==> src/rtl/sdram_arb.sv <==
// sdram_arb: registered request/acknowledge scheduler in front of the SDRAM controller.
// Keeps one command in flight and forces refresh to the front once RMAX credits are owed.
//
// state | meaning
// IDLE  | sample requests, register the winner
// CMD   | one-cycle strobe to the controller
// WAIT  | count down until the access completes
// DONE  | pulse the owner's ack (read data captured on entry)

module sdram_arb #(
    parameter int AW   = 24,
    parameter int TCMD = 8,
    parameter int TREF = 250,
    parameter int RMAX = 4
) (
    input  logic          clock,
    input  logic          reset,

    input  logic          iniReq,
    input  logic [AW-1:0] iniA,
    input  logic [7:0]    iniD,
    output logic          iniAck,

    input  logic          dlReq,
    input  logic [AW-1:0] dlA,
    input  logic [7:0]    dlD,
    output logic          dlAck,

    input  logic          cpuRd,
    input  logic          cpuWr,
    input  logic [AW-1:0] cpuA,
    input  logic [7:0]    cpuD,
    output logic [7:0]    cpuQ,
    output logic          cpuAck,

    output logic          sdrRd,
    output logic          sdrWr,
    output logic          sdrRf,
    output logic [AW-1:0] sdrA,
    output logic [15:0]   sdrD,
    input  logic [15:0]   sdrQ,

    output logic          busy
);

    localparam int CW = $clog2(TCMD);
    localparam int RW = $clog2(TREF);

    typedef enum logic [1:0] {
        S_IDLE,
        S_CMD,
        S_WAIT,
        S_DONE
    } state_t;

    typedef enum logic [2:0] {
        OP_NONE,
        OP_RF,
        OP_INI,
        OP_DL,
        OP_CWR,
        OP_CRD
    } op_t;

    state_t        r_state;
    state_t        w_state_nxt;
    op_t           r_op;
    op_t           w_gnt;
    logic [CW-1:0] r_cnt;
    logic [CW-1:0] w_cnt_nxt;
    logic [RW-1:0] r_ivl;
    logic [2:0]    r_pend;
    logic [AW-1:0] r_a;
    logic [7:0]    r_d;
    logic [7:0]    r_cpuq;
    logic          w_grant;
    logic          w_wrap;
    logic          w_ref_take;
    logic          w_unused;

    // Only the low byte of the controller data carries machine data.
    assign w_unused = ^sdrQ[15:8];

    always_comb begin
        w_gnt = OP_NONE;
        if (r_pend >= 3'(RMAX))
            w_gnt = OP_RF;
        else if (iniReq)
            w_gnt = OP_INI;
        else if (dlReq)
            w_gnt = OP_DL;
        else if (cpuWr)
            w_gnt = OP_CWR;
        else if (cpuRd)
            w_gnt = OP_CRD;
        else if (r_pend != 3'd0)
            w_gnt = OP_RF;
    end

    assign w_grant    = (r_state == S_IDLE) && (w_gnt != OP_NONE);
    assign w_wrap     = (r_ivl == RW'(TREF - 1));
    assign w_ref_take = w_grant && (w_gnt == OP_RF);

    always_comb begin
        w_state_nxt = r_state;
        w_cnt_nxt   = r_cnt;
        case (r_state)
            S_IDLE: begin
                if (w_grant) begin
                    w_state_nxt = S_CMD;
                    w_cnt_nxt   = CW'(TCMD - 1);
                end
            end
            S_CMD: begin
                w_state_nxt = S_WAIT;
                w_cnt_nxt   = r_cnt - 1'b1;
            end
            S_WAIT: begin
                if (r_cnt == '0)
                    w_state_nxt = S_DONE;
                else
                    w_cnt_nxt = r_cnt - 1'b1;
            end
            S_DONE: begin
                w_state_nxt = S_IDLE;
            end
            default: begin
                w_state_nxt = S_IDLE;
            end
        endcase
    end

    always_ff @(posedge clock or negedge reset) begin
        if (!reset)
            r_state <= S_IDLE;
        else
            r_state <= w_state_nxt;
    end

    always_ff @(posedge clock or negedge reset) begin
        if (!reset) begin
            r_cnt <= '0;
            r_op  <= OP_NONE;
            r_a   <= '0;
            r_d   <= '0;
        end else begin
            r_cnt <= w_cnt_nxt;
            if (w_grant) begin
                r_op <= w_gnt;
                // A refresh leaves the address/data bus where the last access put it.
                case (w_gnt)
                    OP_INI: begin
                        r_a <= iniA;
                        r_d <= iniD;
                    end
                    OP_DL: begin
                        r_a <= dlA;
                        r_d <= dlD;
                    end
                    OP_CWR, OP_CRD: begin
                        r_a <= cpuA;
                        r_d <= cpuD;
                    end
                    default: begin
                    end
                endcase
            end
        end
    end

    always_ff @(posedge clock or negedge reset) begin
        if (!reset)
            r_cpuq <= '0;
        else if (r_state == S_WAIT && r_cnt == '0 && r_op == OP_CRD)
            r_cpuq <= sdrQ[7:0];
    end

    // A credit earned in the same cycle a refresh is granted cancels out.
    always_ff @(posedge clock or negedge reset) begin
        if (!reset) begin
            r_ivl  <= '0;
            r_pend <= '0;
        end else begin
            r_ivl <= w_wrap ? '0 : r_ivl + 1'b1;
            if (w_wrap && !w_ref_take) begin
                if (r_pend != 3'd7)
                    r_pend <= r_pend + 1'b1;
            end else if (w_ref_take && !w_wrap) begin
                r_pend <= r_pend - 1'b1;
            end
        end
    end

    assign sdrRd  = (r_state == S_CMD)  && (r_op == OP_CRD);
    assign sdrWr  = (r_state == S_CMD)  && (r_op == OP_INI || r_op == OP_DL || r_op == OP_CWR);
    assign sdrRf  = (r_state == S_CMD)  && (r_op == OP_RF);
    assign iniAck = (r_state == S_DONE) && (r_op == OP_INI);
    assign dlAck  = (r_state == S_DONE) && (r_op == OP_DL);
    assign cpuAck = (r_state == S_DONE) && (r_op == OP_CWR || r_op == OP_CRD);
    assign busy   = (r_state != S_IDLE);
    assign sdrA   = r_a;
    assign sdrD   = {8'd0, r_d};
    assign cpuQ   = r_cpuq;

endmodule

==> config.mk <==
export PLATFORM = sky130hd
export DESIGN_NAME = sdram_arb
export DESIGN_NICKNAME = d
export VERILOG_FILES = /design/src/rtl/sdram_arb.sv
export SDC_FILE = /design/constraint.sdc
export NUM_CORES = 1
export LEC_CHECK = 0
export ABC_AREA = 1
export CELL_PAD_IN_SITES_DETAIL_PLACEMENT = 1
export CELL_PAD_IN_SITES_GLOBAL_PLACEMENT = 1
export CORE_ASPECT_RATIO = 1.4
export CORE_MARGIN = 4
export CORE_UTILIZATION = 30
export CTS_CLUSTER_DIAMETER = 40
export DETAILED_ROUTE_END_ITERATION = 6
export PLACE_DENSITY = 0.91
export SKIP_CTS_REPAIR_TIMING = 1
export SLEW_MARGIN = 20
export SYNTH_ARGS = -nofsm -noshare
export SYNTH_HDL_FRONTEND = slang
export SYNTH_SLANG_ARGS = --single-unit
==> constraint.sdc <==
create_clock -name clock -period 3.26 [get_ports clock]
set_clock_uncertainty 0.05 [all_clocks]
set_input_delay 0.489 -clock clock [delete_from_list [all_inputs] [get_ports clock]]
set_output_delay 0.489 -clock clock [all_outputs]
set_load 0.1 [all_outputs]
==> reports/qor.yml, run 1 <==
totalWireLength_microns: 11200
place.gp.congestion: 0.825
n_antenna_cell: 0
clkTransAtPathRegs_ns: 0.06
grt_pass1_wl_microns: 18400
die_w_microns: 96.7
syn_area_per_cell_sq_um: 9.08
netlist.area_leader.share: 0.447
hpwl_microns: 8590
antenna_found_initial: 0
comb_power_share: 0.585
fin_setup_tns_ns: 0
status: "completed"
p_sw_frac: 0.538
insertion_delay_ns: 0.33
ys.flop_type: "dfrtp_1"
synth_common_cells: "nand2_1, dfrtp_1, nor2_1"
ant_nets: 0
rsz0062_at_grt: "false"
numPortBuffers: 156
synth.area.top_cells: "dfrtp_1, a221oi_2, nand2_1"
placed_area_sq_um: 4880
cts_root_buffer: "clkbuf_16"
io_pins: 173
crit_slowest_cell: "clkdlybuf4s50_1"
core-area_sq_um: 10800
dr.first_iter.drc_count: 77
critPathArrivalTime_ns: 1.83
h-tree-depth: 3
cp-startpoint: "sdrA[19]"
syn_area_sq_um: 3300
peakVddDrop_mv: 0.579
p_switching_mw: 3.02
p_clk_frac: 0.205
cts_buffer_depth: 2
worstPathMaxFanout: 2
power_density_nw_per_um2: 1070
synth_edf_count: 0
critical_path_class: "flip-flop to output pin"
dr_total_vias: 3259
tightest_slew_ns: 1.00
post-synth-top-count-cell: "nand2_1"
yosysSeqAreaShare: 0.447
drv_slew: 0
cp_slowest_stage_delay_ns: 1.15
ys_ff_latch: 59
yosysUniqueCellTypes: 36
rows: 45
power_frac_seq: 0.210
cts_sinks: 59
via_per_inst: 4.89
grt_pass1_vias: 3697
ys_async_sr_fraction: 1.00
gr-total-overflow: 0
hp-class: "input port to asynchronous set/reset pin"
cts_buffers: 9
period_needed_ns: 2.37
startpoint_type: "flip-flop"
floorplan.die_area_sq_um: 12800
power_leakage_nw: 2.35
post-route-period-util: 0.728
setup_viol: 0
layout-drive-gt1-share: 0.198
grt_use_total: 0.178
ys_warn_count: 0
cts_tree: "done"
synthCells: 364
drc: 0
start_util: 0.306
design_area_sq_um: 5240
path_delay_family: "buffers and inverters"
slew_headroom: 0.330
final_nets: 649
required_ns: 2.72
internal-power_mw: 2.59
routedWlPerCell_microns: 16.8
cap_violations: 0
crit_buf_inv: 1
worstPathCellList: "clkdlybuf4s50_1"
fmax_mhz: 421
die_h_microns: 132
grt_max_degree: 35
cp-end-kind: "output pin"
area_growth_pct: 58.6
dr.pass1.iters: 4
hold_violations: 0
synth_top_area_cell: "dfrtp_1"
worst_r2r_startpoint: "r_state[0]"
==> kinds of logic after synthesis <==
| family | synth area share |
|---|---|
| other cells | 0.00113 |
| xor+xnor | 0.00265 |
| flops | 0.447 |
| compound gates | 0.195 |
| buf+inv | 0.0852 |
| mux | 0.0273 |
| fa+ha+maj | 0.0401 |
| simple gates | 0.201 |
==> per-layer routing <==
| layer | up-vias | wire length, microns | global-route usage | part of all wire |
|---|---|---|---|---|
| li1 | 1532 | - | - | - |
| met1 | 1611 | 3940 | 0.181 | 0.35 |
| met2 | 95 | 6410 | 0.344 | 0.57 |
| met3 | 21 | 582 | 0.0439 | 0.052 |
| met4 | 0 | 256 | 0.0687 | 0.023 |
| met5 | - | 0 | 0 | 0 |
==> final cells by class <==
class	count	area (sq um)
inverter	31	119
clock inverter	5	125
fill	1261	5570
timing repair buffer	162	1530
sequential	59	1480
clock buffer	11	233
multi-input combinational	258	1580
tap	141	176
==> state kept, by name, summed over array words and instances, names as in the netlist <==
register  cells
r_cnt         3
r_ivl         8
r_d           8
sdrA         24
cpuQ          8
r_op          3
r_state       2
r_pend        3
==> layout by cell type (no fill, tap or decap), types with 9 or more instances in the layout <==
| cell type | Yosys | layout |
|---|---|---|
| dfrtp_1 | 59 | 59 |
| clkdlybuf4s50_1 | 0 | 120 |
| a221oi_2 | 20 | 20 |
| clkbuf_16 | 0 | 9 |
| nand3_1 | 10 | 10 |
| buf_4 | 12 | 40 |
| inv_1 | 25 | 25 |
| nand2_1 | 73 | 73 |
| ha_1 | 9 | 9 |
| nor2_1 | 43 | 43 |
| a31oi_1 | 11 | 11 |
| a21oi_1 | 41 | 41 |
==> metrics by stage <==
step / total power, mW / utilization / hold WS (ns) / setup slack (ns) / cells
floorplan: 3.66 / - / 0.143 / 0.0857 / 371
global placement: 4.37 / 0.452 / 0.373 / 0.728 / 651
detailed placement: 4.48 / 0.452 / 0.374 / 0.646 / 651
CTS: 5.67 / 0.485 / 0.0197 / 0.854 / 667
global route: 5.90 / 0.485 / 0.0399 / 0.800 / 667
finish: 5.60 / 0.485 / 0.0220 / 0.886 / 667
==> power by group through the flow <==
stage / sequential [mW] / combinational, mW / clock (mW)
2_1_floorplan: 2.63 / 1.02 / 0
3_3_place_gp: 1.16 / 3.20 / 0
3_5_place_dp: 1.19 / 3.29 / 0
4_1_cts: 1.18 / 3.31 / 1.18
5_1_grt: 1.21 / 3.46 / 1.22
6_report: 1.17 / 3.28 / 1.15
==> final timing paths <==
path / end / slack, ns / cells past startpoint
max: sdrA[19] / 0.89 / 1
min: cpuQ[5] / 0.02 / 1
max reg2reg: r_pend[2] / 1.06 / 12
min reg2reg: r_ivl[0] / 0.45 / 1
max in group asynchronous: sdrA[9] / 2.49 / 2
min in group clock: r_ivl[0] / 0.45 / 1
(Power assumes the default switching activity.)
==> run 2: changes to the inputs <==
Settings changed: CORE_UTILIZATION 30 to 28, PLACE_DENSITY 0.91 to 0.86.
Clock period 3.26 ns to 2.2 ns, I/O delays scaled along.
==> run 2 against run 1 <==
Cell count is 3.1% higher. Total power is 45% higher. Flip-flop and latch count stayed put. Critical endpoint is now r_pend[2]. Largest cell class is now buffers.
==> reports/qor.yml, run 2 (same netlist as run 1, synthesis figures left out) <==
status: "completed"
rr_endpoint: "r_pend[2]"
period_needed_ns: 2.04
n_fill_cell: 1302
cts_sinks: 59
layout-drive-gt1-share: 0.256
hp-class: "flip-flop to flip-flop"
final_nets: 667
rrSetupSlack_ns: 0.16
hold_violations: 0
area_growth_pct: 63.8
dr.pass1.iters: 4
startpoint_type: "flip-flop"
core-area_sq_um: 11500
power_frac_seq: 0.213
insertion_delay_ns: 0.33
p_switching_mw: 4.55
die_w_microns: 99.8
reg2reg_depth: 14
worstPathMaxFanout: 3
grt_max_degree: 34
clkTransAtPathRegs_ns: 0.05
internal-power_mw: 3.59
grt_pass1_wl_microns: 18200
cp-startpoint: "r_pend[1]"
p_clk_frac: 0.153
gr-total-overflow: 0
floorplan.die_area_sq_um: 13600
p_sw_frac: 0.559
required_ns: 2.37
hold_slack_ns: 0.459
dr_total_vias: 3314
utilization: 0.473
grt_use_total: 0.173
h-tree-depth: 3
cp-end-kind: "flip-flop"
totalWireLength_microns: 11700
dpl.cell_count: 668
dr.first_iter.drc_count: 156
drc: 0
post-route-period-util: 0.925
hpwl_microns: 9320
drv_slew: 0
cts_tree: "done"
power_leakage_nw: 2.44
cts_root_buffer: "clkbuf_16"
rows: 46
cap_violations: 0
worst_r2r_startpoint: "r_pend[1]"
comb_power_share: 0.634
n_antenna_cell: 0
routedWlPerCell_microns: 17.0
critPathArrivalTime_ns: 2.21
start_util: 0.289
critical_path_class: "flip-flop to flip-flop"
ant_nets: 0
largest_reg_flops: 24
mostFrequentLayoutCell: "clkdlybuf4s50_1"
power_density_nw_per_um2: 1500
stdcell_count: 688
setup_viol: 0
die_h_microns: 137
peakVddDrop_mv: 0.777
place.gp.congestion: 0.773
tightest_slew_ns: 0.591
endpoint: "r_pend[2]"
numPortBuffers: 156
io_pins: 173
slew_headroom: 0.606
cts_buffers: 9
antenna_found_initial: 0
cts_buffer_depth: 2
layout_common_cells: "clkdlybuf4s50_1, nand2_1, buf_4"
fmax_mhz: 491
grt_pass1_vias: 3621
via_per_inst: 4.82
run 2: how the worst min path moves through the flow:
| stage | from | endpoint | slack, ns | cells past startpoint |
|---|---|---|---|---|
| final | cpuQ[6] | cpuQ[6] | 0.46 | 1 |
| after global routing | cpuQ[4] | cpuQ[4] | 0.48 | 1 |
| after CTS | reset | cpuQ[0] | -0.03 | 1 |
| after detailed placement | reset | cpuQ[0] | 0.32 | 1 |
| after global placement | reset | cpuQ[0] | 0.32 | 1 |
| after floorplan | reset | cpuQ[0] | -0.02 | 0 |
run 2: cell type report:
type | instances | area, sq um | area share
multi-input combinational | 258 | 1610 | 0.297
clock buffer | 11 | 233 | 0.0430
timing repair buffer | 180 | 1760 | 0.325
tap | 144 | 180 | 0.0333
inverter | 31 | 123 | 0.0227
sequential | 59 | 1480 | 0.273
clock inverter | 5 | 30.0 | 0.00555
run 2: metrics by stage:
stage               TNS [ns]  power (mW)  setup WS (ns)  area (sq um)
floorplan              -2.32        5.47         -0.815          3370
global route        -0.00248        8.56       -0.00248          5410
global placement     -0.0643        6.71        -0.0643          5110
finish                     0        8.13          0.164          5410
detailed placement    -0.258        6.87         -0.152          5110
CTS                        0        8.17         0.0990          5380
run 2: power groups by stage:
stage / sequential (mW) / combinational, mW / clock, mW
6_report: 1.73 / 5.16 / 1.25
5_1_grt: 1.79 / 5.44 / 1.33
4_1_cts: 1.75 / 5.14 / 1.28
3_5_place_dp: 1.76 / 5.11 / 0
3_3_place_gp: 1.72 / 4.99 / 0
2_1_floorplan: 3.90 / 1.57 / 0
run 2: layer usage:
layer / vias up / GRT usage / part of all wire
met4: 0 / 0.0630 / 0.023
li1: 1570 / - / -
met3: 21 / 0.0586 / 0.074
met2: 115 / 0.327 / 0.57
met5: - / 0 / 0
met1: 1608 / 0.175 / 0.34
run 2: worst max-delay path, cell delays in order, from the launching register on:
cell and delay (ns):
dfrtp_2 0.42, nor2_2 0.11, nand2_1 0.05, nand2_1 0.10, nand2_1 0.07, nand2_1 0.08, nand2_1 0.08, nand2_2 0.08
nand2_1 0.09, fa_1 0.39, nand3b_1 0.20, nand3_1 0.10, nand2_1 0.05, nand2_1 0.05, inv_1 0.03
==> run 3: changes to the inputs <==
Settings changed: CORE_MARGIN 4 to 2.
==> run 3 against run 2 <==
Non-clock buffer count down 6. Cell count down 1.0%. Worst hold slack worse by 0.0092 ns. Combinational power about the same. Count of clock-buffer cells in the layout down 1. Setup slack worse by 0.042 ns. Total power up 3.0%. Fmax down 2.0%. Routed wire length down 1.9%. First-iteration DRC count down 32%. Sequential power about the same. Critical endpoint is now sdrRf. Highest routed layer unchanged.
==> reports/qor.yml, run 3 (same netlist as run 1, synthesis figures left out) <==
power_frac_seq: 0.208
cts_buffers: 9
rsz0062_at_grt: "false"
hpwl_microns: 8810
die_h_microns: 133
dr.first_iter.drc_count: 106
hold_violations: 0
area_growth_pct: 64.3
hp-class: "flip-flop to flip-flop"
worstPathCellList: "inv_1 > ha_1 > inv_1 > nor4_2 > buf_12"
cts_tree: "done"
power_density_nw_per_um2: 1540
n_antenna_cell: 0
fmax_mhz: 481
tightest_slew_ns: 0.536
cap_violations: 0
start_util: 0.290
startpoint_type: "flip-flop"
mostFrequentLayoutCell: "clkdlybuf4s50_1"
rrSetupSlack_ns: 0.17
final_nets: 661
ant_nets: 0
critPathArrivalTime_ns: 1.70
reg2reg_depth: 14
cts_root_buffer: "clkbuf_16"
floorplan.die_area_sq_um: 12700
endpoint: "sdrRf"
rr_endpoint: "r_pend[2]"
required_ns: 1.82
core-area_sq_um: 11400
cts_sinks: 59
p_switching_mw: 4.55
cp-startpoint: "r_state[1]"
insertion_delay_ns: 0.33
layout-drive-gt1-share: 0.246
cp-end-kind: "output pin"
stdcell_count: 681
crit_slowest_cell: "dfrtp_1"
h-tree-depth: 3
period_needed_ns: 2.08
grt_pass1_wl_microns: 17900
dr.pass1.iters: 5
routedWlPerCell_microns: 16.8
power_leakage_nw: 2.44
n_fill_cell: 1302
status: "completed"
comb_power_share: 0.613
setup_viol: 0
antenna_found_initial: 0
regArea_sq_um: 1480
power.total_mw: 8.38
fin_setup_tns_ns: 0
p_clk_frac: 0.179
io_pins: 173
grt_max_degree: 39
crit_path_frequent_cell: "inv_1"
dpl.cell_count: 662
p_sw_frac: 0.544
layout_setup_ws_ns: 0.123
utilization: 0.477
numPortBuffers: 156
die_w_microns: 95.8
grt_pass1_vias: 3704
cp_slowest_stage_delay_ns: 0.41
dr_total_vias: 3302
placed_area_sq_um: 5080
layout_common_cells: "clkdlybuf4s50_1, nand2_1, dfrtp_1"
grt_use_total: 0.183
slew_headroom: 0.643
via_per_inst: 4.85
worst_r2r_startpoint: "r_pend[0]"
internal-power_mw: 3.82
post-route-period-util: 0.944
critical_path_class: "flip-flop to output pin"
dpl_worst_slack_ns: -0.142
rows: 46
drc: 0
clkTransAtPathRegs_ns: 0.05
worstPathMaxFanout: 4
largest_reg_flops: 24
totalWireLength_microns: 11500
peakVddDrop_mv: 0.862
design_area_sq_um: 5430
path_delay_family: "buffers and inverters"
hold_slack_ns: 0.449
crit_buf_inv: 3
place.gp.congestion: 0.822
cts_buffer_depth: 2
multi_input_area_sq_um: 1610
gr-total-overflow: 0
worstSetupPathDepth: 5
drv_slew: 0
run 3: power groups by stage:
stage / logic [mW] / clock network [mW] / registers, mW
after floorplan: 1.57 / 0 / 3.90
after global placement: 4.96 / 0 / 1.73
after detailed placement: 5.12 / 0 / 1.76
after CTS: 5.14 / 1.54 / 1.76
after global routing: 5.39 / 1.59 / 1.79
final: 5.14 / 1.50 / 1.74
run 3: routing by layer:
layer  track usage  routed length (microns)  vias up
met5             0                        0        -
met4        0.0817                      310        0
li1              -                        -     1560
met3        0.0450                      621       18
met2         0.348                     6510      110
met1         0.180                     4030     1614
run 3: worst min-delay path by stage:
stage / startpoint / to / cells after the start
global route: r_ivl[0] / r_ivl[0] / 1
finish: r_cnt[2] / r_cnt[2] / 2
detailed placement: reset / sdrA[13] / 1
CTS: reset / sdrA[13] / 1
global placement: reset / sdrA[13] / 1
floorplan: reset / cpuQ[0] / 0
run 3: worst register-to-register path, stage by stage, from the launching register on:
cell and delay, ns:
dfrtp_2 0.42, nor2_1 0.11, nand2_1 0.07, nand2_1 0.07, nand2_1 0.06, nand2_1 0.09, nand2_1 0.09, nand2_2 0.07
nand2_1 0.08, fa_1 0.38, nand3b_1 0.18, nand3_1 0.09, nand2_1 0.06, nand2_1 0.06, inv_1 0.04
run 3: final cells by class:
cell class / count / share of cell area
clock inverters: 5 / 0.0143
clock buffers: 10 / 0.0440
repair buffers: 174 / 0.318
flip-flops and latches: 59 / 0.272
multi-input cells: 258 / 0.296
well taps: 144 / 0.0332
inverters: 31 / 0.0226
